### src/rtl/dmem_arbiter.sv
// rtl/dmem_arbiter.sv - two-port data memory arbiter (core vs debug/loader) with lock fairness
module dmem_arbiter #(
    parameter int unsigned MAX_LOCK = 8
) (
    input  logic        Clk,
    input  logic        Reset,
    input  logic        c_req,
    input  logic        c_we,
    input  logic [63:0] c_addr,
    input  logic [63:0] c_wdata,
    output logic        c_gnt,
    output logic        c_rvalid,
    output logic        c_stall,
    input  logic        d_req,
    input  logic        d_we,
    input  logic [63:0] d_addr,
    input  logic [63:0] d_wdata,
    input  logic        d_lock,
    output logic        d_gnt,
    output logic        d_rvalid,
    output logic [63:0] rdata,
    output logic [63:0] mem_addr,
    output logic [63:0] mem_wdata,
    output logic        mem_wr,
    input  logic [63:0] mem_rdata
);

    localparam logic [7:0] LOCK_LIMIT = 8'(MAX_LOCK);

    logic       last_owner_q, last_owner_d;
    logic       rd_pend_valid_q, rd_pend_valid_d;
    logic       rd_pend_owner_q, rd_pend_owner_d;
    logic [7:0] lock_cnt_q, lock_cnt_d;
    logic       c_win, d_win;

    // Grants are suppressed while Reset is held so nothing reaches memory.
    always_comb begin
        c_win = 1'b0;
        d_win = 1'b0;
        if (Reset) begin
            if (c_req && d_req) begin
                if (d_lock) begin
                    if (lock_cnt_q < LOCK_LIMIT) d_win = 1'b1;
                    else                         c_win = 1'b1;
                end else if (last_owner_q) begin
                    c_win = 1'b1;
                end else begin
                    d_win = 1'b1;
                end
            end else if (c_req) begin
                c_win = 1'b1;
            end else if (d_req) begin
                d_win = 1'b1;
            end
        end
    end

    always_comb begin
        c_gnt     = c_win;
        d_gnt     = d_win;
        c_stall   = c_req & ~c_win;
        mem_addr  = d_win ? d_addr  : c_addr;
        mem_wdata = d_win ? d_wdata : c_wdata;
        mem_wr    = (c_win & c_we) | (d_win & d_we);
        rdata     = mem_rdata;
        c_rvalid  = rd_pend_valid_q & ~rd_pend_owner_q;
        d_rvalid  = rd_pend_valid_q &  rd_pend_owner_q;
    end

    always_comb begin
        last_owner_d    = last_owner_q;
        rd_pend_valid_d = 1'b0;
        rd_pend_owner_d = rd_pend_owner_q;
        lock_cnt_d      = lock_cnt_q;
        if (c_win || d_win) begin
            last_owner_d    = d_win;
            rd_pend_valid_d = d_win ? ~d_we : ~c_we;
            rd_pend_owner_d = d_win;
        end
        // The lock budget only runs while debug holds lock against a waiting core.
        if (!d_lock || !c_req || c_win) begin
            lock_cnt_d = 8'd0;
        end else if (d_win) begin
            lock_cnt_d = lock_cnt_q + 8'd1;
        end
    end

    always_ff @(posedge Clk or negedge Reset) begin
        if (!Reset) begin
            last_owner_q    <= 1'b1;
            rd_pend_valid_q <= 1'b0;
            rd_pend_owner_q <= 1'b0;
            lock_cnt_q      <= 8'd0;
        end else begin
            last_owner_q    <= last_owner_d;
            rd_pend_valid_q <= rd_pend_valid_d;
            rd_pend_owner_q <= rd_pend_owner_d;
            lock_cnt_q      <= lock_cnt_d;
        end
    end

endmodule

### config.mk
export PLATFORM = sky130hd
export DESIGN_NAME = dmem_arbiter
export DESIGN_NICKNAME = d
export VERILOG_FILES = /design/src/rtl/dmem_arbiter.sv
export SDC_FILE = /design/constraint.sdc
export NUM_CORES = 1
export LEC_CHECK = 0
export ABC_AREA = 1
export BUFFER_PORTS_ARGS = -buffer_cell sky130_fd_sc_hd__buf_2
export CAP_MARGIN = 20
export CORE_AREA = 5 5 203 205
export CTS_BUF_LIST = sky130_fd_sc_hd__clkbuf_8
export CTS_CLUSTER_DIAMETER = 40
export CTS_CLUSTER_SIZE = 40
export DETAILED_ROUTE_END_ITERATION = 8
export DIE_AREA = 0 0 208 210
export PLACE_DENSITY_LB_ADDON = 0.05
export RECOVER_POWER = 100
export SYNTH_ARGS = -nofsm -noshare
export SYNTH_HDL_FRONTEND = slang
export SYNTH_SLANG_ARGS = --single-unit
### constraint.sdc
create_clock -name Clk -period 3.5 [get_ports Clk]
set_input_delay 0.175 -clock Clk [delete_from_list [all_inputs] [get_ports Clk]]
set_output_delay 0.175 -clock Clk [all_outputs]
set_load 0.05 [all_outputs]
==> results of run 1 <==
## flip-flops by register name, indices dropped and copies added (netlist names)
register / flops
lock_cnt_q: 8
rd_pend_valid_q: 1
last_owner_q: 1
rd_pend_owner_q: 1
## timing repair
item / 4_1_cts / 5_1_grt
endpoints found under the setup margin: 0 / 0
hold buffers: 1 / 0
hold endpoints to repair: 10 / 0
## worst max-delay path: stages
cell and delay (ps):
dlygate4sd3_1 520, buf_2 320, nand2_1 100, inv_1 170, nand2_1 170, inv_4 410, buf_12 270, nand2_1 80
nand2_1 60, clkbuf_1 480
## per-layer routing
layer / up-vias / GRT usage (%) / share of wire, %
met5: - / 0.323 / 0
met4: 0 / 1.65 / 2.4
met3: 20 / 3.48 / 11
met2: 299 / 16.1 / 53
met1: 1791 / 7.84 / 33
li1: 2202 / - / -
## power by group through the flow
stage               Combinational (mW)  Clock [mW]  Sequential [mW]
floorplan                        0.867           0            0.136
global placement                  1.03           0            0.137
detailed placement                1.01           0            0.137
CTS                               1.02       0.130            0.135
global route                      1.05       0.138            0.135
finish                           0.978       0.123            0.135
## final timing paths
| check | from | slack (ps) | endpoint |
|---|---|---|---|
| max in group asynchronous | Reset | 2820 | last_owner_q |
| min in group asynchronous | Reset | 380 | rd_pend_owner_q |
| worst min-delay path | c_we | 230 | rd_pend_valid_q |
| worst min register to register | last_owner_q | 470 | last_owner_q |
| worst max register to register | last_owner_q | 1430 | lock_cnt_q[7] |
| worst max-delay path | Reset | 520 | mem_wdata[18] |
## cell type report
| class | count | area share (%) |
|---|---|---|
| multi-input combinational | 436 | 35.5 |
| inverter | 18 | 1.49 |
| sequential | 11 | 5.89 |
| timing repair buffer | 400 | 42.1 |
| clock buffer | 3 | 0.880 |
| tap | 525 | 14.0 |
| clock inverter | 1 | 0.0800 |
| antenna | 1 | 0.0533 |
## cells in the final DEF, fill, tap and decap left out, drive strengths merged
cell type,netlist,final
a21boi,1,1
buf,93,335
clkbuf,0,67
dfrtp,10,10
dfstp,1,1
diode,0,1
dlygate4sd3,0,1
ha,1,1
inv,18,19
nand2,407,407
nand3,6,6
nand4,1,1
nor2,17,17
o21ai,2,2
o22ai,1,1
## cell families (layout without fill, tap and decap cells)
group / after synthesis / in the layout / synth area share [%]
AND/OR/NAND/NOR: 431 / 431 / 60.5
buffers and inverters: 111 / 422 / 28.0
flip-flops: 11 / 11 / 10.2
AO/OA/AOI/OAI: 4 / 4 / 0.878
adder cells (fa/ha/maj): 1 / 1 / 0.462
other: 0 / 1 / 0
## stage by stage
stage,setup WS [ps],instance area (um2),instances
CTS,628,4780,1394
global route,199,4690,1394
finish,515,4690,1395
floorplan,802,2710,558
detailed placement,1160,4720,1389
global placement,1130,4720,1389
==> results.cfg, run 1 <==
[global_route]
grt_first_pass_wirelength_um = 28000
track_usage_pct = 8.14
first_global_vias = 4548
antenna_found_initial = 1
gr-total-overflow = 0
grt_start_max_net_pins = 137

[setup_path]
end_kind = output port
critPathMaxFanout = 44
reg2reg_depth = 7
crit_type = primary input to output port
cp.arrival_ps = 2810
crit_required_ps = 3320
setup.worst_path.start_class = primary input

[yosys]
synthTopCellsByArea = nand2_1, buf_4, dfrtp_1
synthCells = 558
syn-cell-area_um2 = 2710
synthFlopType = dfrtp_1
ys_ff_latch = 11
seq_area_frac_synth_pct = 10.2
ys_async_sr_fraction_pct = 100
synth-edff-count = 0
synth_common_cells = nand2_1, buf_4, inv_1
ys_types = 16
synth_area_per_cell_um2 = 4.85
synth.most_common_cell = nand2_1
yosysWarnings = 0
synth_fp_nets = 886
yosysTopAreaCell = nand2_1
synth_top_cell_area_share_pct = 56.1

[place]
portBuffers = 396
hpwlAfterDp_um = 16500
gp_congestion = 0.777

[finish]
fin_nets = 1198
drive_above_1_share_pct = 39.7
multiInputGateArea_um2 = 1670
n_fill_cell = 4788
seq_area_um2 = 277
area_growth_pct = 73.3
utilization_pct = 12.0

[floorplan]
fp.coreArea_um2 = 39300
ios = 525
fp.dieW_um = 208
rows = 73
die_area_um2 = 43700
start_util_pct = 6.90
die_height_um = 210

[job]
drv_cap = 0

[sta]
fin_setup_tns_ps = 0
rsz0062_at_grt = false
min_period_ps = 2980
finalHoldViolCount = 0
slew_violations = 0
worst_pin_slew_ps = 659
clock.fmax_ghz = 0.335
finalCritPeriodShare_pct = 85.3
clock_skew_ps = 0.883
setup_viol = 0
slew_headroom_pct = 56.1
finalHoldWorstSlack_ps = 226

[clock_network]
cts_buffer_depth = 2
post_cts_buffers = 0
cts_root_buffer = clkbuf_8
cts_repair_resize_count = 0
clkLatencyLatePin_ps = 230
path_clk_slew_ps = 50
cts_tree = yes
h-tree-depth = 1
numCtsBuffers = 3
cts_sinks = 11

[power]
total_power_mw = 1.24
p_comb_share_pct = 79.2
p_sw_uw = 782
vdd_drop_max_uv = 103
power_leakage_nw = 2.89
power.share.clock_pct = 9.9
p_sw_share_pct = 63.3
power.share.sequential_pct = 10.9
powerDensity_nw_per_um2 = 263
p_int_uw = 454

[detailed_routing]
first_iter_violations = 139
drt_pass1_iterations = 4
post_drt_wl_per_cell_um = 14.1
via_per_inst = 3.09
final_antenna_net_count = 0
drc = 0
num_vias = 4312
drt_wl_total_um = 19700

[run_status]
status = finished clean

[min_path]
min_path_type = primary input to flop
hold_depth = 4
Note: power is estimated with default switching activity, not from simulation.
==> run 2: changes to the inputs <==
--- a/config.mk
+++ b/config.mk
@@ -14,7 +14,7 @@
 export CTS_CLUSTER_SIZE = 40
 export DETAILED_ROUTE_END_ITERATION = 8
 export DIE_AREA = 0 0 208 210
-export PLACE_DENSITY_LB_ADDON = 0.05
+export PLACE_DENSITY = 0.3
 export RECOVER_POWER = 100
 export SYNTH_ARGS = -nofsm -noshare
 export SYNTH_HDL_FRONTEND = slang
==> constraint.sdc (replaced) <==
create_clock -name Clk -period 3.5 [get_ports Clk]
set_input_delay 0.7 -clock Clk [delete_from_list [all_inputs] [get_ports Clk]]
set_output_delay 0.7 -clock Clk [all_outputs]
set_load 0.05 [all_outputs]
==> run 2 against run 1 <==
  * Setup slack worse by 160 ps
  * Utilization up 0.051 points
  * Register-to-register slack better by 340 ps
  * Global-route usage down 1.2 points
  * Non-clock buffer count up 1
  * Sequential cell count unchanged
  * Sequential share of layout area about the same
  * Clock-buffer cell count unchanged
  * Total power down 0.11%
==> results.cfg, run 2 (synthesis gave the netlist of run 1 again) <==
[global_route]
gr-total-overflow = 0
grt_first_pass_wirelength_um = 24400
antenna_found_initial = 0
grt_start_max_net_pins = 72
track_usage_pct = 6.93
first_global_vias = 4280

[finish]
area_growth_pct = 74.0
antenna_cells = 0
final_cell_mix = nand2_1, buf_2, clkbuf_1
final_common_cell = nand2_1
top_register = lock_cnt_q
utilization_pct = 12.0
final_cells = 1395
drive_above_1_share_pct = 38.7
largest_register_ffs = 8
fin_nets = 1199

[clock_network]
h-tree-depth = 1
numCtsBuffers = 3
cts_buffer_depth = 2
post_cts_buffers = 0
cts_repair_resize_count = 0
cts_tree = yes
clkLatencyLatePin_ps = 240
cts_sinks = 11
hold_buffers = 0
cts_root_buffer = clkbuf_8
path_clk_slew_ps = 50

[detailed_routing]
drt_pass1_iterations = 4
post_drt_wl_per_cell_um = 12.2
first_iter_violations = 152
drt_wl_total_um = 17000
via_per_inst = 3.10
num_vias = 4321
drc = 0
final_antenna_net_count = 0

[setup_path]
end_kind = output port
critPathMaxFanout = 71
setup.worst_path.start_class = primary input
crit_required_ps = 2800
cp.arrival_ps = 2440
crit_type = primary input to output port

[power]
total_power_mw = 1.23
power.share.clock_pct = 10.2
p_sw_share_pct = 62.9
p_int_uw = 458
powerDensity_nw_per_um2 = 262
power.share.sequential_pct = 11.0
p_comb_share_pct = 78.8
vdd_drop_max_uv = 136
p_sw_uw = 777
power_leakage_nw = 2.88

[job]
drv_cap = 0

[sta]
slew_violations = 0
clock.fmax_ghz = 0.318
min_period_ps = 3140
finalCritPeriodShare_pct = 89.8
rsz0062_at_grt = false
slew_headroom_pct = 52.4
clock_skew_ps = 6.60
fin_setup_tns_ps = 0
finalHoldViolCount = 0
setup_viol = 0
worst_pin_slew_ps = 714

[floorplan]
fp.dieW_um = 208
die_area_um2 = 43700
ios = 525
fp.coreArea_um2 = 39300
start_util_pct = 6.90
rows = 73
die_height_um = 210

[place]
portBuffers = 396
dp.cells = 1391
gp_congestion = 0.884
hpwlAfterDp_um = 15000

[run_status]
status = finished clean

[min_path]
min_path_type = flop to flop
## run 2: changes by cell type in the layout (fill, tap and decap cells not counted), sizes merged
cell and change:
buf -5, clkbuf +7, clkinv +1, diode -1, dlygate4sd3 -1, inv -1
## run 2: metrics by stage
step / instance area (um2) / hold slack, ps / setup WS [ps]
floorplan: 2710 / 404 / 46.4
global placement: 4770 / 467 / 597
detailed placement: 4770 / 475 / 632
CTS: 4810 / 399 / 632
global route: 4710 / 503 / 223
finish: 4710 / 474 / 357
## run 2: path summary, 6_finish.rpt
path	startpoint	to	slack (ps)	cells past startpoint
max in group asynchronous	Reset	lock_cnt_q[0]	2440	2
worst max-delay path	c_req	mem_addr[22]	360	9
worst min-delay path	last_owner_q	last_owner_q	470	2
worst max register to register	last_owner_q	lock_cnt_q[6]	1770	7
worst min register to register	last_owner_q	last_owner_q	470	2
min in group asynchronous	Reset	rd_pend_valid_q	600	2
## run 2: area by class of cell
cell class | count | area [um2]
clock inverters | 1 | 5.00
multi-input cells | 436 | 1670
inverters | 18 | 70.1
flip-flops and latches | 11 | 277
repair buffers | 401 | 1990
fillers | 4745 | 34600
well taps | 525 | 657
clock buffers | 3 | 41.3
## run 2: routing by layer
metal	track usage, %	vias up	wire [um]
met5	0	-	0
met3	3.10	28	2270
met4	4.03	0	1170
met1	6.45	1736	5270
li1	-	2201	-
met2	12.6	356	8270
## run 2: critical path, cell delays in order
cell      delay, ps
buf_2           120
nand2_1          70
nor2_1          110
nand2_1         190
nand2_4         170
buf_12          260
nand2_1         150
nand2_1         100
clkbuf_1        460
## run 2: power by group through the flow
| stage | Sequential [mW] | Combinational (mW) | Clock, mW |
|---|---|---|---|
| after CTS | 0.136 | 1.00 | 0.130 |
| final | 0.135 | 0.973 | 0.126 |
| after global placement | 0.138 | 1.01 | 0 |
| after floorplan | 0.136 | 0.867 | 0 |
| after detailed placement | 0.137 | 1.00 | 0 |
| after global routing | 0.136 | 1.04 | 0.143 |
